## config.mk

```make
export PLATFORM = sky130hd
export DESIGN_NAME = seq_alu_display
export DESIGN_NICKNAME = d
export VERILOG_FILES = /design/src/rtl/seq_alu_display.sv
export SDC_FILE = /design/constraint.sdc
export NUM_CORES = 1
export LEC_CHECK = 0
export CORE_AREA = 2 2 125 127
export DETAILED_ROUTE_END_ITERATION = 16
export DIE_AREA = 0 0 127 129
export PLACE_DENSITY = 0.71
export SYNTH_ARGS = -nofsm -noshare
export SYNTH_HDL_FRONTEND = slang
export SYNTH_SLANG_ARGS = --single-unit
```

## constraint.sdc

```tcl
create_clock -name clk -period 5.8 [get_ports clk]
set_input_delay 1.45 -clock clk [delete_from_list [all_inputs] [get_ports clk]]
set_output_delay 1.45 -clock clk [all_outputs]
set_load 0.02 [all_outputs]
```

## src/rtl/seq_alu_display.sv

```systemverilog
// seq_alu_display
// Sequential 4-function ALU (add, sub, shift-add multiply, restoring divide).
// Each result is converted to BCD with a double-dabble pass and shown on a
// multiplexed active-low 7-segment display.
//
// Ports:
//   clk, rst      clock; asynchronous active-high reset
//   go            start request, only looked at while idle
//   a, b          W-bit unsigned operands
//   opcode        00 add, 01 sub, 10 mul, 11 div
//   result        2W-bit result (sub: magnitude, div: quotient)
//   remainder     divide remainder, 0 for other operations
//   neg, err      sub result negative / divide by zero
//   busy, done    operation in progress / one-cycle completion pulse
//   seg, an       active-low segments {g,f,e,d,c,b,a} and digit enables
module seq_alu_display #(
  parameter int W        = 4,
  parameter int ND       = 4,
  parameter int REF_BITS = 16
) (
  input  logic            clk,
  input  logic            rst,
  input  logic            go,
  input  logic [W-1:0]    a,
  input  logic [W-1:0]    b,
  input  logic [1:0]      opcode,
  output logic [2*W-1:0]  result,
  output logic [W-1:0]    remainder,
  output logic            neg,
  output logic            err,
  output logic            busy,
  output logic            done,
  output logic [6:0]      seg,
  output logic [ND-1:0]   an
);

  localparam int CW = $clog2(2 * W) + 1;
  localparam int DW = (ND > 1) ? $clog2(ND) : 1;
  localparam int BW = 4 * ND;

  localparam logic [1:0] OP_ADD = 2'b00;
  localparam logic [1:0] OP_SUB = 2'b01;
  localparam logic [1:0] OP_MUL = 2'b10;
  localparam logic [1:0] OP_DIV = 2'b11;

  localparam logic [6:0] SEG_BLANK = 7'b1111111;
  localparam logic [6:0] SEG_DASH  = 7'b0111111;

  function automatic longint unsigned pow10(input int n);
    longint unsigned p;
    p = 64'd1;
    for (int i = 0; i < n; i++) begin
      p = p * 64'd10;
    end
    return p;
  endfunction

  localparam longint unsigned MAX_OP = (64'd1 << W) - 64'd1;
  localparam longint unsigned MAX_SQ = MAX_OP * MAX_OP;

  generate
    if (W < 2 || W > 8) begin : g_bad_width
      $error("seq_alu_display: W must be in 2..8");
    end
    if (!(pow10(ND) > MAX_SQ)) begin : g_bad_digits
      $error("seq_alu_display: ND too small to show the largest product");
    end
  endgenerate

  // 7-segment code for one BCD digit; non-decimal codes show blank
  function automatic logic [6:0] seg_code(input logic [3:0] d);
    logic [6:0] s;
    case (d)
      4'd0:    s = 7'b1000000;
      4'd1:    s = 7'b1111001;
      4'd2:    s = 7'b0100100;
      4'd3:    s = 7'b0110000;
      4'd4:    s = 7'b0011001;
      4'd5:    s = 7'b0010010;
      4'd6:    s = 7'b0000010;
      4'd7:    s = 7'b1111000;
      4'd8:    s = 7'b0000000;
      4'd9:    s = 7'b0010000;
      default: s = SEG_BLANK;
    endcase
    return s;
  endfunction

  typedef enum logic [1:0] {S_IDLE, S_CALC, S_CONV, S_DONE} state_t;

  state_t          state_r, state_nxt_s;
  logic [W-1:0]    a_r, b_r;
  logic [1:0]      op_r;
  logic [CW-1:0]   cnt_r;
  logic [2*W-1:0]  acc_r, acc_nxt_s;
  logic [2*W-1:0]  mcand_r, mcand_nxt_s;
  // multiplier for mul, dividend/quotient for div
  logic [W-1:0]    quo_r, quo_nxt_s;
  logic [W-1:0]    rem_r, rem_nxt_s;
  logic            neg_w_r, neg_nxt_s;
  logic [W:0]      div_shift_s, div_trial_s;
  logic            last_step_s, conv_last_s;

  logic [BW-1:0]   dd_bcd_r, dd_adj_s, dd_bcd_nxt_s;
  logic [2*W-1:0]  dd_bin_r, dd_bin_nxt_s;

  logic [2*W-1:0]  result_r;
  logic [W-1:0]    remainder_r;
  logic            neg_r, err_r, busy_r, done_r;
  logic [BW-1:0]   bcd_r;

  logic [REF_BITS-1:0] ps_r;
  logic [DW-1:0]   dig_r, msd_s;
  logic [DW:0]     dash_pos_s;
  logic [3:0]      sel_s;
  logic [6:0]      seg_r, seg_nxt_s;
  logic [ND-1:0]   an_r, an_nxt_s;

  assign last_step_s = (cnt_r == CW'(W - 1));
  assign conv_last_s = (cnt_r == CW'(2 * W - 1));

  // FSM state register
  always_ff @(posedge clk or posedge rst) begin
    if (rst) begin
      state_r <= S_IDLE;
    end else begin
      state_r <= state_nxt_s;
    end
  end

  // FSM next-state logic
  always_comb begin
    state_nxt_s = state_r;
    case (state_r)
      S_IDLE: begin
        if (go) state_nxt_s = S_CALC;
        else    state_nxt_s = S_IDLE;
      end
      S_CALC: begin
        case (op_r)
          OP_MUL: begin
            if (last_step_s) state_nxt_s = S_CONV;
            else             state_nxt_s = S_CALC;
          end
          OP_DIV: begin
            // divide by zero finishes at once and skips conversion
            if (b_r == {W{1'b0}}) state_nxt_s = S_DONE;
            else if (last_step_s) state_nxt_s = S_CONV;
            else                  state_nxt_s = S_CALC;
          end
          default: state_nxt_s = S_CONV;
        endcase
      end
      S_CONV: begin
        if (conv_last_s) state_nxt_s = S_DONE;
        else             state_nxt_s = S_CONV;
      end
      S_DONE:  state_nxt_s = S_IDLE;
      default: state_nxt_s = S_IDLE;
    endcase
  end

  // One CALC step of the selected operation
  always_comb begin
    acc_nxt_s   = acc_r;
    mcand_nxt_s = mcand_r;
    quo_nxt_s   = quo_r;
    rem_nxt_s   = rem_r;
    neg_nxt_s   = neg_w_r;
    div_shift_s = {rem_r, quo_r[W-1]};
    div_trial_s = div_shift_s - {1'b0, b_r};
    case (op_r)
      OP_ADD: begin
        acc_nxt_s = {{W{1'b0}}, a_r} + {{W{1'b0}}, b_r};
      end
      OP_SUB: begin
        if (a_r < b_r) begin
          acc_nxt_s = {{W{1'b0}}, b_r - a_r};
          neg_nxt_s = 1'b1;
        end else begin
          acc_nxt_s = {{W{1'b0}}, a_r - b_r};
          neg_nxt_s = 1'b0;
        end
      end
      OP_MUL: begin
        if (quo_r[0]) acc_nxt_s = acc_r + mcand_r;
        else          acc_nxt_s = acc_r;
        mcand_nxt_s = mcand_r << 1;
        quo_nxt_s   = quo_r >> 1;
      end
      OP_DIV: begin
        // restoring step: a borrow (trial MSB set) means keep the shifted value
        if (div_trial_s[W]) begin
          rem_nxt_s = div_shift_s[W-1:0];
          quo_nxt_s = {quo_r[W-2:0], 1'b0};
        end else begin
          rem_nxt_s = div_trial_s[W-1:0];
          quo_nxt_s = {quo_r[W-2:0], 1'b1};
        end
        acc_nxt_s = {{W{1'b0}}, quo_nxt_s};
      end
      default: acc_nxt_s = acc_r;
    endcase
  end

  // Double-dabble step: add 3 to every digit >= 5, then shift left by one
  always_comb begin
    dd_adj_s = dd_bcd_r;
    for (int i = 0; i < ND; i++) begin
      if (dd_bcd_r[4*i +: 4] >= 4'd5) dd_adj_s[4*i +: 4] = dd_bcd_r[4*i +: 4] + 4'd3;
      else                            dd_adj_s[4*i +: 4] = dd_bcd_r[4*i +: 4];
    end
    // rotate: the top BCD bit (always 0 for legal sizes) wraps into the spent binary field
    {dd_bcd_nxt_s, dd_bin_nxt_s} = {dd_adj_s[BW-2:0], dd_bin_r, dd_adj_s[BW-1]};
  end

  // Operand capture, arithmetic working registers and BCD conversion
  always_ff @(posedge clk or posedge rst) begin
    if (rst) begin
      a_r      <= {W{1'b0}};
      b_r      <= {W{1'b0}};
      op_r     <= 2'b00;
      cnt_r    <= {CW{1'b0}};
      acc_r    <= {2*W{1'b0}};
      mcand_r  <= {2*W{1'b0}};
      quo_r    <= {W{1'b0}};
      rem_r    <= {W{1'b0}};
      neg_w_r  <= 1'b0;
      dd_bcd_r <= {BW{1'b0}};
      dd_bin_r <= {2*W{1'b0}};
    end else begin
      case (state_r)
        S_IDLE: begin
          if (go) begin
            a_r     <= a;
            b_r     <= b;
            op_r    <= opcode;
            cnt_r   <= {CW{1'b0}};
            acc_r   <= {2*W{1'b0}};
            mcand_r <= {{W{1'b0}}, a};
            quo_r   <= (opcode == OP_MUL) ? b : a;
            rem_r   <= {W{1'b0}};
            neg_w_r <= 1'b0;
          end
        end
        S_CALC: begin
          acc_r    <= acc_nxt_s;
          mcand_r  <= mcand_nxt_s;
          quo_r    <= quo_nxt_s;
          rem_r    <= rem_nxt_s;
          neg_w_r  <= neg_nxt_s;
          dd_bin_r <= acc_nxt_s;
          dd_bcd_r <= {BW{1'b0}};
          if (state_nxt_s == S_CALC) cnt_r <= cnt_r + CW'(1);
          else                       cnt_r <= {CW{1'b0}};
        end
        S_CONV: begin
          dd_bcd_r <= dd_bcd_nxt_s;
          dd_bin_r <= dd_bin_nxt_s;
          cnt_r    <= cnt_r + CW'(1);
        end
        default: begin
          cnt_r <= {CW{1'b0}};
        end
      endcase
    end
  end

  // Visible results and status, updated only on entry to DONE
  always_ff @(posedge clk or posedge rst) begin
    if (rst) begin
      result_r    <= {2*W{1'b0}};
      remainder_r <= {W{1'b0}};
      neg_r       <= 1'b0;
      err_r       <= 1'b0;
      bcd_r       <= {BW{1'b0}};
      busy_r      <= 1'b0;
      done_r      <= 1'b0;
    end else begin
      busy_r <= (state_nxt_s != S_IDLE);
      done_r <= (state_nxt_s == S_DONE);
      if (state_nxt_s == S_DONE) begin
        if (state_r == S_CONV) begin
          result_r    <= acc_r;
          remainder_r <= (op_r == OP_DIV) ? rem_r : {W{1'b0}};
          neg_r       <= neg_w_r;
          err_r       <= 1'b0;
          bcd_r       <= dd_bcd_nxt_s;
        end else begin
          // only divide by zero reaches DONE straight from CALC
          result_r    <= {2*W{1'b0}};
          remainder_r <= {W{1'b0}};
          neg_r       <= 1'b0;
          err_r       <= 1'b1;
          bcd_r       <= {BW{1'b0}};
        end
      end
    end
  end

  // Segment pattern for the currently selected digit
  always_comb begin
    msd_s = {DW{1'b0}};
    sel_s = 4'd0;
    for (int i = 0; i < ND; i++) begin
      if (bcd_r[4*i +: 4] != 4'd0) msd_s = DW'(i);
      else                         msd_s = msd_s;
      if (dig_r == DW'(i)) sel_s = bcd_r[4*i +: 4];
      else                 sel_s = sel_s;
    end
    dash_pos_s = {1'b0, msd_s} + (DW+1)'(1);
    if (err_r)                                      seg_nxt_s = SEG_DASH;
    else if (dig_r <= msd_s)                        seg_nxt_s = seg_code(sel_s);
    else if (neg_r && ({1'b0, dig_r} == dash_pos_s)) seg_nxt_s = SEG_DASH;
    else                                            seg_nxt_s = SEG_BLANK;
    an_nxt_s = ~(ND'(1) << dig_r);
  end

  // Free-running refresh prescaler, digit scan and registered display outputs
  always_ff @(posedge clk or posedge rst) begin
    if (rst) begin
      ps_r  <= {REF_BITS{1'b0}};
      dig_r <= {DW{1'b0}};
      seg_r <= 7'b1000000;
      an_r  <= ~ND'(1);
    end else begin
      ps_r  <= ps_r + REF_BITS'(1);
      seg_r <= seg_nxt_s;
      an_r  <= an_nxt_s;
      if (ps_r == {REF_BITS{1'b1}}) begin
        if (dig_r == DW'(ND - 1)) dig_r <= {DW{1'b0}};
        else                      dig_r <= dig_r + DW'(1);
      end
    end
  end

  assign result    = result_r;
  assign remainder = remainder_r;
  assign neg       = neg_r;
  assign err       = err_r;
  assign busy      = busy_r;
  assign done      = done_r;
  assign seg       = seg_r;
  assign an        = an_r;

endmodule
```

==> run_results.csv <==
group,metric,value,unit
power_and_ir_drop,p_clk_frac,0.238,
routing,wirelength,16130,um
routing,vias_per_cell,5.772,
floorplanning,die_w,127,um
placement,dp_hpwl,11600,um
synth,synth.avg_cell_area,9.919,um2
routing,ant_nets,0,
layout,diodes,0,
timing,rsz0062_at_grt,"no",
cts,cts_hold_buf,0,
routing,num_vias,5564,
cts,numClockSinks,126,
setup_path,critPathBufInv,2,
cts,cts_buffers,17,
cts,postCtsSetupBuffers,0,
setup_path,critPathKind,"in2reg",
timing,worst-slew-pin-transition,1.032,ns
floorplanning,initial_utilization,0.4841,
status,status,"finished, final reports clean",
floorplanning,die_h,129,um
layout,ff_latch_area,3158,um2
placement,io_buffer_count,39,
layout,multi_input_area,3762,um2
worst_hold_path,hold_depth,1,
synth,ys_warn_count,0,
floorplanning,io_pins,40,
synth,synth_cell_types,68,
power_and_ir_drop,p_int,0.002468,W
power_and_ir_drop,peakVddDrop,0.4287,mV
routing,drc,0,
run,max-cap-violations,0,
timing,skew,0.007613,ns
global_routing,grt_pass1_wl,27280,um
timing,min_period_over_period,0.5661,
synth,synth-edff-count,0,
layout,final_nets,832,
power_and_ir_drop,power.leakage,3.754,nW
global_routing,grt_pass1_vias,5508,
power_and_ir_drop,total_power,0.004252,W
setup_path,cpPeakStageDelay,0.71,ns
setup_path,crit_start,"go",
layout,nFillCells,1286,
global_routing,antenna_found_initial,0,
floorplanning,rows,45,
layout,area_growth,15.20,%
floorplanning,core,14980,um2
synth,yosysTopAreaCell,"dfrtp_1",
synth,synthCells,731,
power_and_ir_drop,combPwrFrac,0.461,
cts,cts_tree,"built",
setup_path,crit_path_top_delay_cell,"a21o_1",
setup_path,startpoint_type,"input port",
timing,max_slew_margin,0.3118,
power_and_ir_drop,p_switching,0.001785,W
setup_path,arrival,3.57,ns
setup_path,cp_top_family,"compound AO/OA/AOI/OAI gates",
layout,fin_cells,964,
synth,yosysSeqAreaShare,0.4355,
setup_path,cp.depth,7,
floorplanning,die_area,16380,um2
synth,syn_nets,797,
placement,dp.cells,935,
synth,yosysTopAreaCellShare,0.4211,
setup_path,required,6.09,ns
placement,gp_congestion,0.9074,
worst_hold_path,hold_path.class,"reg2reg",
synth,yosysMostFrequentCell,"dfrtp_1",
synth,ys.flop_type,"dfrtp_1",
cts,clock_path_buffers,2,
cts,cts.htree.levels,4,
global_routing,grtUsageTotal,0.2100,
setup_path,worstPathCellList,"clkdlybuf4s50_1, nor2b_1, a21o_1, inv_1, a31oi_1, nand2b_1, o21ai_0",
setup_path,rr_worst_depth,9,
routing,first_pass_iters,5,
worst_hold_path,min_from,"ps_r[15]",
setup_path,critPathCaptureType,"register",
global_routing,grt_max_degree,86,
global_routing,overflow,0,
cts,cts-root-buf,"clkbuf_16",
timing,fin_crit,3.284,ns
timing,fmax,0.3045,GHz
layout,layout-drive-gt1-share,0.09923,
timing,hold_viol,0,
cts,ctsResizeCount,0,
synth,synth.area.top_cells,"dfrtp_1, ha_1, o21ai_0",
setup_path,worstReg2RegStart,"state_r[0]",
synth,ys_ff_latch,126,
timing,setup_violations,0,
timing,maxSlewViolCount,0,
synth,synth_area,7251,um2
setup_path,path_max_fanout,31,
cts,clk_latency,0.42,ns
power_and_ir_drop,power_density,509.1,nW/um2
power_and_ir_drop,sw_frac_of_total,0.4197,
synth,synthArstFlopShare,1.000,
timing,tns,0,ns
power_and_ir_drop,p_seq_frac,0.301,
routing,drt_iter0_drc,634,
synth,synth_common_cells,"dfrtp_1, nand2_1, o21ai_0, inv_1, ha_1",
routing,wl_per_cell,16.73,um
cts,clkTransAtPathRegs,0.05,ns
-- worst paths after layout --
| kind | slack, ns | end |
|---|---|---|
| hold / removal | 0.46 | ps_r[15] |
| min in group asynchronous | 1.64 | ps_r[2] |
| setup reg to reg | 2.81 | cnt_r[2] |
| hold reg to reg | 0.46 | ps_r[15] |
| setup / recovery | 2.52 | cnt_r[2] |
| max in group asynchronous | 3.21 | an[3] |
-- state kept, by name (all words and copies together), names as in the netlist, 7 cells and up --
register and count:
mcand_r 8, seg 7, bcd_r 16, result 8, dd_bin_r 8, acc_r 8
ps_r 16, dd_bcd_r 16
-- cell usage in the layout, fill, tap and decap left out, types with 7 or more instances in the layout --
cell	count
a21oi_1	37
a22o_1	9
a31oi_1	9
and2_1	7
and3_1	10
clkbuf_16	17
clkdlybuf4s50_1	39
dfrtp_1	122
ha_1	48
inv_1	54
mux2_2	27
mux2i_1	19
nand2_1	73
nand2b_1	9
nand3_1	18
nor2_1	24
nor2b_1	19
nor3_1	7
o21ai_0	66
o22ai_1	7
o31ai_1	15
xnor2_1	22
xor2_1	10
-- layout make-up --
| cell class | instances | area share |
|---|---|---|
| timing repair buffer | 45 | 0.05213 |
| sequential | 126 | 0.3781 |
| clock buffer | 21 | 0.05512 |
| clock inverter | 8 | 0.01108 |
| multi-input combinational | 521 | 0.4504 |
| inverter | 55 | 0.02501 |
| tap | 188 | 0.02816 |
-- power groups by stage --
stage | Combinational, W | Sequential [W] | Clock, W
6_report | 0.00196 | 0.00128 | 0.00101
3_5_place_dp | 0.00194 | 0.00129 | 0
2_1_floorplan | 0.00144 | 0.00126 | 0
5_1_grt | 0.00218 | 0.00130 | 0.00107
4_1_cts | 0.00195 | 0.00128 | 0.00103
3_3_place_gp | 0.00187 | 0.00128 | 0
-- per-stage QoR --
step	area (um2)	hold slack (ns)	util	worst slack, ns
after floorplan	7251	0.4337	-	1.001
after global placement	7800	0.4547	0.5208	2.195
after detailed placement	7800	0.4530	0.5208	2.076
after CTS	8353	0.4642	0.5577	2.533
after global routing	8353	0.4877	0.5577	2.277
final	8353	0.4614	0.5577	2.516
-- cell families (layout without fill, tap and decap cells) --
family          Yosys count  in the layout  share of synthesized area
compound gates          198            198                     0.1800
xor+xnor                 32             32                    0.03865
fa+ha+maj                53             53                    0.09664
buf+inv                  84            129                    0.04556
flops                   126            126                     0.4355
mux                      51             51                    0.07644
simple gates            187            187                     0.1272
-- layer usage --
metal,track usage,up-vias,part of all wire
met5,0,-,0
met4,0.06141,0,0.016
met3,0.05489,23,0.045
met2,0.3501,135,0.48
met1,0.2721,2737,0.45
li1,-,2669,-
Note: power is estimated with default switching activity, not from simulation.
